## src/rtl/dct_quant_zigzag.sv

```systemverilog
// Captures an 8x8 DCT coefficient block, quantizes it with a per-position
// power-of-two shift and streams it out in JPEG zigzag order.
module dct_quant_zigzag #(
  parameter int V     = 14,
  parameter int Q     = 12,
  parameter int QBASE = 2
) (
  input  logic                     clk,
  input  logic                     rst,
  input  logic                     dct_finish,
  input  logic [7:0][7:0][V-1:0]   coef_in,
  output logic                     hold_end,
  output logic                     out_valid,
  input  logic                     out_ready,
  output logic signed [Q-1:0]      out_data,
  output logic [5:0]               out_idx,
  output logic                     out_last,
  output logic                     busy
);

  typedef enum logic [1:0] {
    IDLE,
    ACK,
    SEND
  } state_t;

  localparam int MW   = V + 2;
  localparam int QMAX = 2 ** (Q - 1) - 1;

  localparam logic [5:0] ZZ [64] = '{
    6'd0,  6'd1,  6'd8,  6'd16, 6'd9,  6'd2,  6'd3,  6'd10,
    6'd17, 6'd24, 6'd32, 6'd25, 6'd18, 6'd11, 6'd4,  6'd5,
    6'd12, 6'd19, 6'd26, 6'd33, 6'd40, 6'd48, 6'd41, 6'd34,
    6'd27, 6'd20, 6'd13, 6'd6,  6'd7,  6'd14, 6'd21, 6'd28,
    6'd35, 6'd42, 6'd49, 6'd56, 6'd57, 6'd50, 6'd43, 6'd36,
    6'd29, 6'd22, 6'd15, 6'd23, 6'd30, 6'd37, 6'd44, 6'd51,
    6'd58, 6'd59, 6'd52, 6'd45, 6'd38, 6'd31, 6'd39, 6'd46,
    6'd53, 6'd60, 6'd61, 6'd54, 6'd47, 6'd55, 6'd62, 6'd63
  };

  state_t                state_q, state_d;
  logic [5:0]            idx_q, idx_d;
  logic                  pending_q, pending_d;
  logic [63:0][V-1:0]    buf_q, buf_d;
  logic                  load;

  always_comb begin
    state_d   = state_q;
    idx_d     = idx_q;
    pending_d = pending_q;
    load      = 1'b0;
    unique case (state_q)
      IDLE: begin
        if (dct_finish) begin
          load    = 1'b1;
          state_d = ACK;
        end
      end
      ACK: begin
        idx_d   = '0;
        state_d = SEND;
        if (dct_finish) pending_d = 1'b1;
      end
      SEND: begin
        if (dct_finish) pending_d = 1'b1;
        if (out_ready) begin
          idx_d = idx_q + 6'd1;
          // a finish landing on the last beat is taken straight away
          if (idx_q == 6'd63) begin
            if (pending_q || dct_finish) begin
              load      = 1'b1;
              pending_d = 1'b0;
              state_d   = ACK;
            end else begin
              state_d = IDLE;
            end
          end
        end
      end
      default: state_d = IDLE;
    endcase
    buf_d = load ? coef_in : buf_q;
  end

  always_ff @(posedge clk) begin
    if (rst) begin
      state_q   <= IDLE;
      idx_q     <= '0;
      pending_q <= 1'b0;
      buf_q     <= '0;
    end else begin
      state_q   <= state_d;
      idx_q     <= idx_d;
      pending_q <= pending_d;
      buf_q     <= buf_d;
    end
  end

  logic [5:0]        lin;
  logic [V-1:0]      c_raw;
  logic              neg;
  logic [3:0]        uv;
  int                s_i;
  logic [2:0]        sh;
  logic [MW-1:0]     m, rnd, qm;
  logic [Q-1:0]      q;

  always_comb begin
    lin   = ZZ[idx_q];
    c_raw = buf_q[lin];
    neg   = c_raw[V-1];
    uv    = {1'b0, lin[5:3]} + {1'b0, lin[2:0]};
    s_i   = QBASE + int'(uv >> 2);
    if (s_i > 7) s_i = 7;
    if (s_i < 0) s_i = 0;
    sh    = 3'(s_i);
    m     = neg ? (MW'(0) - {{2{c_raw[V-1]}}, c_raw})
                : {2'b00, c_raw};
    rnd   = (sh == 3'd0) ? '0 : (MW'(1) << (sh - 3'd1));
    qm    = (m + rnd) >> sh;
    if (neg) begin
      if (qm > MW'(QMAX + 1)) q = {1'b1, {(Q-1){1'b0}}};
      else                    q = Q'(MW'(0) - qm);
    end else begin
      if (qm > MW'(QMAX)) q = {1'b0, {(Q-1){1'b1}}};
      else                q = qm[Q-1:0];
    end
  end

  assign busy      = (state_q != IDLE);
  assign hold_end  = (state_q == ACK);
  assign out_valid = (state_q == SEND);
  assign out_data  = out_valid ? $signed(q) : '0;
  assign out_idx   = out_valid ? idx_q : '0;
  assign out_last  = out_valid && (idx_q == 6'd63);

endmodule

```

## config.mk

```make
export PLATFORM = sky130hd
export DESIGN_NAME = dct_quant_zigzag
export DESIGN_NICKNAME = d
export VERILOG_FILES = /design/src/rtl/dct_quant_zigzag.sv
export SDC_FILE = /design/constraint.sdc
export NUM_CORES = 2
export LEC_CHECK = 0
export CELL_PAD_IN_SITES_DETAIL_PLACEMENT = 0
export CELL_PAD_IN_SITES_GLOBAL_PLACEMENT = 2
export CORE_UTILIZATION = 32
export DETAILED_ROUTE_END_ITERATION = 7
export DONT_BUFFER_PORTS = 1
export PLACE_DENSITY_LB_ADDON = 0.1
export REMOVE_ABC_BUFFERS = 1
export SYNTH_ARGS = -nofsm -noshare
export SYNTH_HDL_FRONTEND = slang
export SYNTH_SLANG_ARGS = --single-unit
```

## constraint.sdc

```tcl
create_clock -name clk -period 8.6 [get_ports clk]
set_input_delay 0.43 -clock clk [delete_from_list [all_inputs] [get_ports clk]]
set_output_delay 0.43 -clock clk [all_outputs]
set_load 0.05 [all_outputs]
```

# Yosys cells after proc, flatten, opt, wreduce, memory -nomap -nowiden
# Memories as Yosys holds them, arrays and structs flattened.
# Index checks and enable logic that the tools add are counted.
# op_classes
n_addsub	7
magnitude_cmp	6
eq_ne	6
shift	2
mux	30
bitwise	1
n_reduce_logical	8
# ops
op	n
$bmux 14 s6	1
$mux 12	4
$lt 32x1->1 const B	1
$mux 16	2
$mux 6	4
$add 16x16->16	1
$gt 16x11->1 const B	1
$gt 16x12->1 const B	1
$shl 1x3->16 const A	1
$shr 16x3->16	1
$sub 1x14->15 const A	1
$mux 14	1
$pmux 6 s2	1
$sub 1x12->12 const A	1
$mux 1	9
$ge 7x7->1 const B	1
$lt 6x7->1 const B	1
$not 6->7	1
$add 6x1->6 const B	1
$eq 6x6->1 const B	1
$mux 2	3
$mux 3	2
$pmux 2 s3	1
$add 3x3->4	1
15 further kinds	18
# word_totals
regBits	905
romBits	384
inputBits	900
out_inout_bits	22
word_cells	128
memories	1
# memory_table
memory	depth	width	rd	rd_ports_with_merged_regs	write_ports	line	source
(name not given)	64	6	1	0	0	109	lin = ZZ[idx_q];

# Depth between registers and ports, before layout
# depth
depth_word	19
ltp_mapped	43

# Worst setup path after synthesis
# Ideal clock, no wire load.
# synth_timing
kind	register to output
start	register idx_q[0]
end	output port out_data[11]
arrival_time_ns	8.982
required_time_ns	8.170
slack_ns	-0.812
path_stages_with_launch	42
path_cell_list	dfxtp_1 > clkbuf_1 > inv_1 > ha_1 > xor2_1 > nand2_1 > a32o_1 > buf_6 > inv_2 > buf_4 > buf_4 > buf_4 > buf_4 > buf_4 > buf_2 > buf_1 > buf_2 > ha_1 > (+6 left out) > a21oi_1 > nor2b_1 > o21a_1 > o21a_1 > nor2_1 > nor2_1 > or2_2 > buf_1 > nand3_1 > o221ai_1 > nor3_4 > xnor2_1 > mux2_2 > o311a_1 > nand4bb_1 > nor2_1 > a41o_1 > a211oi_1
# synth_between
elab_chain_len	19
word_cells_on_any_way	27
# synth_rtl
item	line	source
start: declaration	42	logic [5:0] idx_q, idx_d;
start signal: assignment	93	idx_q <= idx_d;
$not 6->7 (not written as such) (*)	109	
$mem_v2 64x6 (*)	n/a	
$mux 6 (not written as such) (*) (2 in a row)	109	
$add 3x3->4	112	uv = {1'b0, lin[5:3]} + {1'b0, lin[2:0]};
$add 2x2->3	113	s_i = QBASE + int'(uv >> 2);
$gt 3x3->1	114	if (s_i > 7) s_i = 7;
$mux 3	114	
$lt 32x1->1	115	if (s_i < 0) s_i = 0;
(+2 left out)	n/a	
$shl 1x3->16	119	rnd = (sh == 3'd0) ? '0 : (MW'(1) << (sh - 3'd1));
$mux 16	119	
$add 16x16->16	120	qm = (m + rnd) >> sh;
$shr 16x3->16	120	
$gt 16x11->1 (tied with other cells)	125	if (qm > MW'(QMAX)) q = {1'b0, {(Q-1){1'b1}}};
$mux 12, on equally long branches	125, 122	
$mux 12 (*)	121	if (neg) begin
$mux 12 (*)	133	assign out_data = out_valid ? $signed(q) : '0;
end: declaration	15	output logic signed [Q-1:0] out_data,
# Every way passes the cells marked *; elsewhere a longest branch is shown, timed or not. The select of a mux whose other input is x is not followed.

# Final worst setup path
# layout_timing
start	register idx_q[0]
end	output port out_data[4]
# Same word-level chain as after synthesis.

==> results.json <==
{
  "max_stage_delay_ps": 390,
  "synthArstFlopShare": 0,
  "drive_above_1_share": 0.105,
  "grt_overflow": 0,
  "clock-root-buffer": "clkbuf_16",
  "startpoint_type": "flip-flop",
  "fin_tns_setup_ps": 0,
  "p_int_mw": 9.06,
  "synth_top_area_frac": 0.431,
  "relSlewSlack": -2.65,
  "area_growth_pct": 47.0,
  "grt_pass1_wl_mm": 291,
  "htreeDepth": 3,
  "p_clk_frac": 0.341,
  "syn_avg_cell_area_sq_um": 7.45,
  "grt_max_degree": 835,
  "drt_iter0_drc": 3332,
  "start_util": 0.324,
  "grt_usage": 0.292,
  "synth_area_leader_cell": "dfxtp_1",
  "ys_seq_area_frac": 0.431,
  "critPathMaxFanout": 14,
  "numCtsBuffers": 107,
  "ys_types": 104,
  "p_sw_mw": 4.60,
  "cp.required_ps": 8170,
  "drtPass1Iterations": 6,
  "syn_area_sq_mm": 0.0421,
  "hold_violations": 2,
  "drc": 0,
  "clkSinkCount": 905,
  "vias_per_cell": 5.13,
  "routedWlPerCell_um": 23.5,
  "worst_slew_pin_slew_ps": 5480,
  "synth_cells": 5652,
  "wirelength_mm": 203,
  "hpwl_mm": 136,
  "clkTransAtPathRegs_ps": 70,
  "report.final.slew_viol_count": 681,
  "holdCritStartpoint": "rst",
  "io-pin-count": 922,
  "min_period_over_period": 0.996,
  "critPathKind": "flip-flop to output port",
  "die_height_um": 365,
  "status": "complete, but fails checks",
  "portBuffers": 0,
  "final_util": 0.476,
  "fin_crit_ps": 8570,
  "whs_ps": -136,
  "hp-class": "input pin to flip-flop",
  "stdcell_area_sq_mm": 0.0619,
  "ys_seq_elements": 905,
  "rr_startpoint": "idx_q[3]",
  "arrival_ps": 8140,
  "slowest_stage": "o311a_1",
  "cp_top_family": "compound AO/OA/AOI/OAI gates",
  "violations": "negative hold slack, max-slew violations",
  "ir_drop_mv": 0.215,
  "nets": 7709,
  "netlist_top_cells_area": "dfxtp_1 43%, nand2_1 20%, a21oi_1 11%, mux4_2 3.4%, clkbuf_1 2.9%",
  "final_common_cell": "nand2_1",
  "clockBufferDepth": 3,
  "vias": 44300,
  "clkLatencyLatePin_ps": 740,
  "cp_common_cell": "buf_12",
  "startpoint": "idx_q[0]",
  "die-width_um": 365,
  "core_area_sq_mm": 0.130,
  "comb_power_share": 0.284,
  "synth_warnings": 0,
  "dpl-instance-area_sq_mm": 0.0441,
  "seqPwrFrac": 0.376,
  "rows": 132,
  "final_cell_mix": "2285 x nand2_1, 1178 x dlygate4sd3_1, 939 x a21oi_1, 900 x dfxtp_1, 224 x nand3_1",
  "antenna_found_initial": 43,
  "swShare": 0.337,
  "setup-violations-final": 0,
  "synth_edf_count": 0,
  "reg2reg_setup_slack_ps": 3820,
  "place.gp.congestion": 0.814,
  "synth-main-ff-cell": "dfxtp_1",
  "grt_pass1_vias": 44200,
  "dieArea_sq_mm": 0.133,
  "skew_ps": 34.8,
  "ant_nets": 0,
  "cap_violations": 0,
  "total_leakage_power_nw": 24.4,
  "rsz0062_at_grt": "yes",
  "p_per_area_mw_per_mm2": 221,
  "end_kind": "output port",
  "fmax_mhz": 117,
  "cts_tree": "yes",
  "crit_buf_inv": 11
}
## through the flow
step / cells / worst slack [ps] / hold WS, ps / power (mW)
5_1_grt: 8627 / -306 / 9.78 / 14.3
3_3_place_gp: 7114 / -151 / 438 / 8.24
6_report: 8630 / 34.1 / -136 / 13.7
4_1_cts: 8582 / -19.7 / 3.31 / 13.6
3_5_place_dp: 7114 / -276 / 444 / 8.27
2_1_floorplan: 5191 / -21720 / 426 / 8.11
## cells by family (layout without fill, tap and decap cells)
kind of cell,after synthesis,count (layout),share of synthesized area
muxes,187,187,0.0642
buffers and inverters,500,1705,0.0533
DFF,905,905,0.431
xor gates and xnor gates,29,29,0.00684
and+or+nand+nor,2780,2782,0.271
other,1,29,0.0000891
adders and majority gates,31,31,0.00922
AOI/OAI and AO/OA,1219,1220,0.165
## power groups by stage
| stage | registers (mW) | logic (mW) | clock network, mW |
|---|---|---|---|
| after global routing | 5.20 | 4.21 | 4.91 |
| after global placement | 5.20 | 3.03 | 0 |
| final | 5.13 | 3.88 | 4.65 |
| after CTS | 5.13 | 3.77 | 4.75 |
| after floorplan | 5.05 | 3.06 | 0 |
| after detailed placement | 5.21 | 3.05 | 0 |
## cell usage after synthesis, drive strengths merged, types with 32 or more instances
master,count
inv,37
and3,38
a21oi,947
dfxtp,905
buf,140
mux4,64
nand3,234
mux2i,99
nand4,50
nor2,61
o21ai,32
nand2,2290
clkbuf,323
## flip-flops by register name, indices dropped and copies added, names as in the netlist
signal / count
pending_q: 1
state_q: 2
idx_q: 6
buf_q: 896
## timing repair
| item | CTS | global route |
|---|---|---|
| gates cloned | 18 | 1 |
| setup endpoints to repair | 12 | 12 |
| setup buffers | 82 | 18 |
| resized for setup | 175 | 40 |
| endpoints found under the hold margin | 895 | 11 |
| pin swaps | 56 | 45 |
| hold buffers | 1176 | 3 |
## final cells by class
| cell class | count | area [sq um] |
|---|---|---|
| timing repair inverter | 2 | 17.5 |
| inverter | 37 | 181 |
| fill | 13200 | 68100 |
| tap | 1742 | 2180 |
| clock buffer | 159 | 3150 |
| antenna | 26 | 65.1 |
| sequential | 905 | 18100 |
| multi-input combinational | 4252 | 22600 |
| timing repair buffer | 1473 | 15100 |
| clock inverter | 34 | 402 |
## routing by layer
layer,track usage,vias up,routed length [um]
li1,-,21300,-
met1,0.365,21400,85900
met2,0.515,1205,101000
met3,0.0467,275,9900
met4,0.0847,32,5760
met5,0,-,205
## worst register-to-register path, cell delays in order, from the launching register on
cell and delay (ps):
dfxtp_4 460, buf_4 220, and3_1 220, and3_1 390, and3_1 340, a21o_1 220, o21a_4 630, buf_12 490
buf_4 820, nand2_1 200, a21oi_1 160, dlygate4sd3_1 610
## final timing paths
check	to	cells after the start
setup / recovery	out_data[4]	39
setup reg to reg	buf_q[818]	11
hold reg to reg	buf_q[724]	2
hold / removal	buf_q[368]	1
No activity file was read; power rests on OpenSTA's default activity.
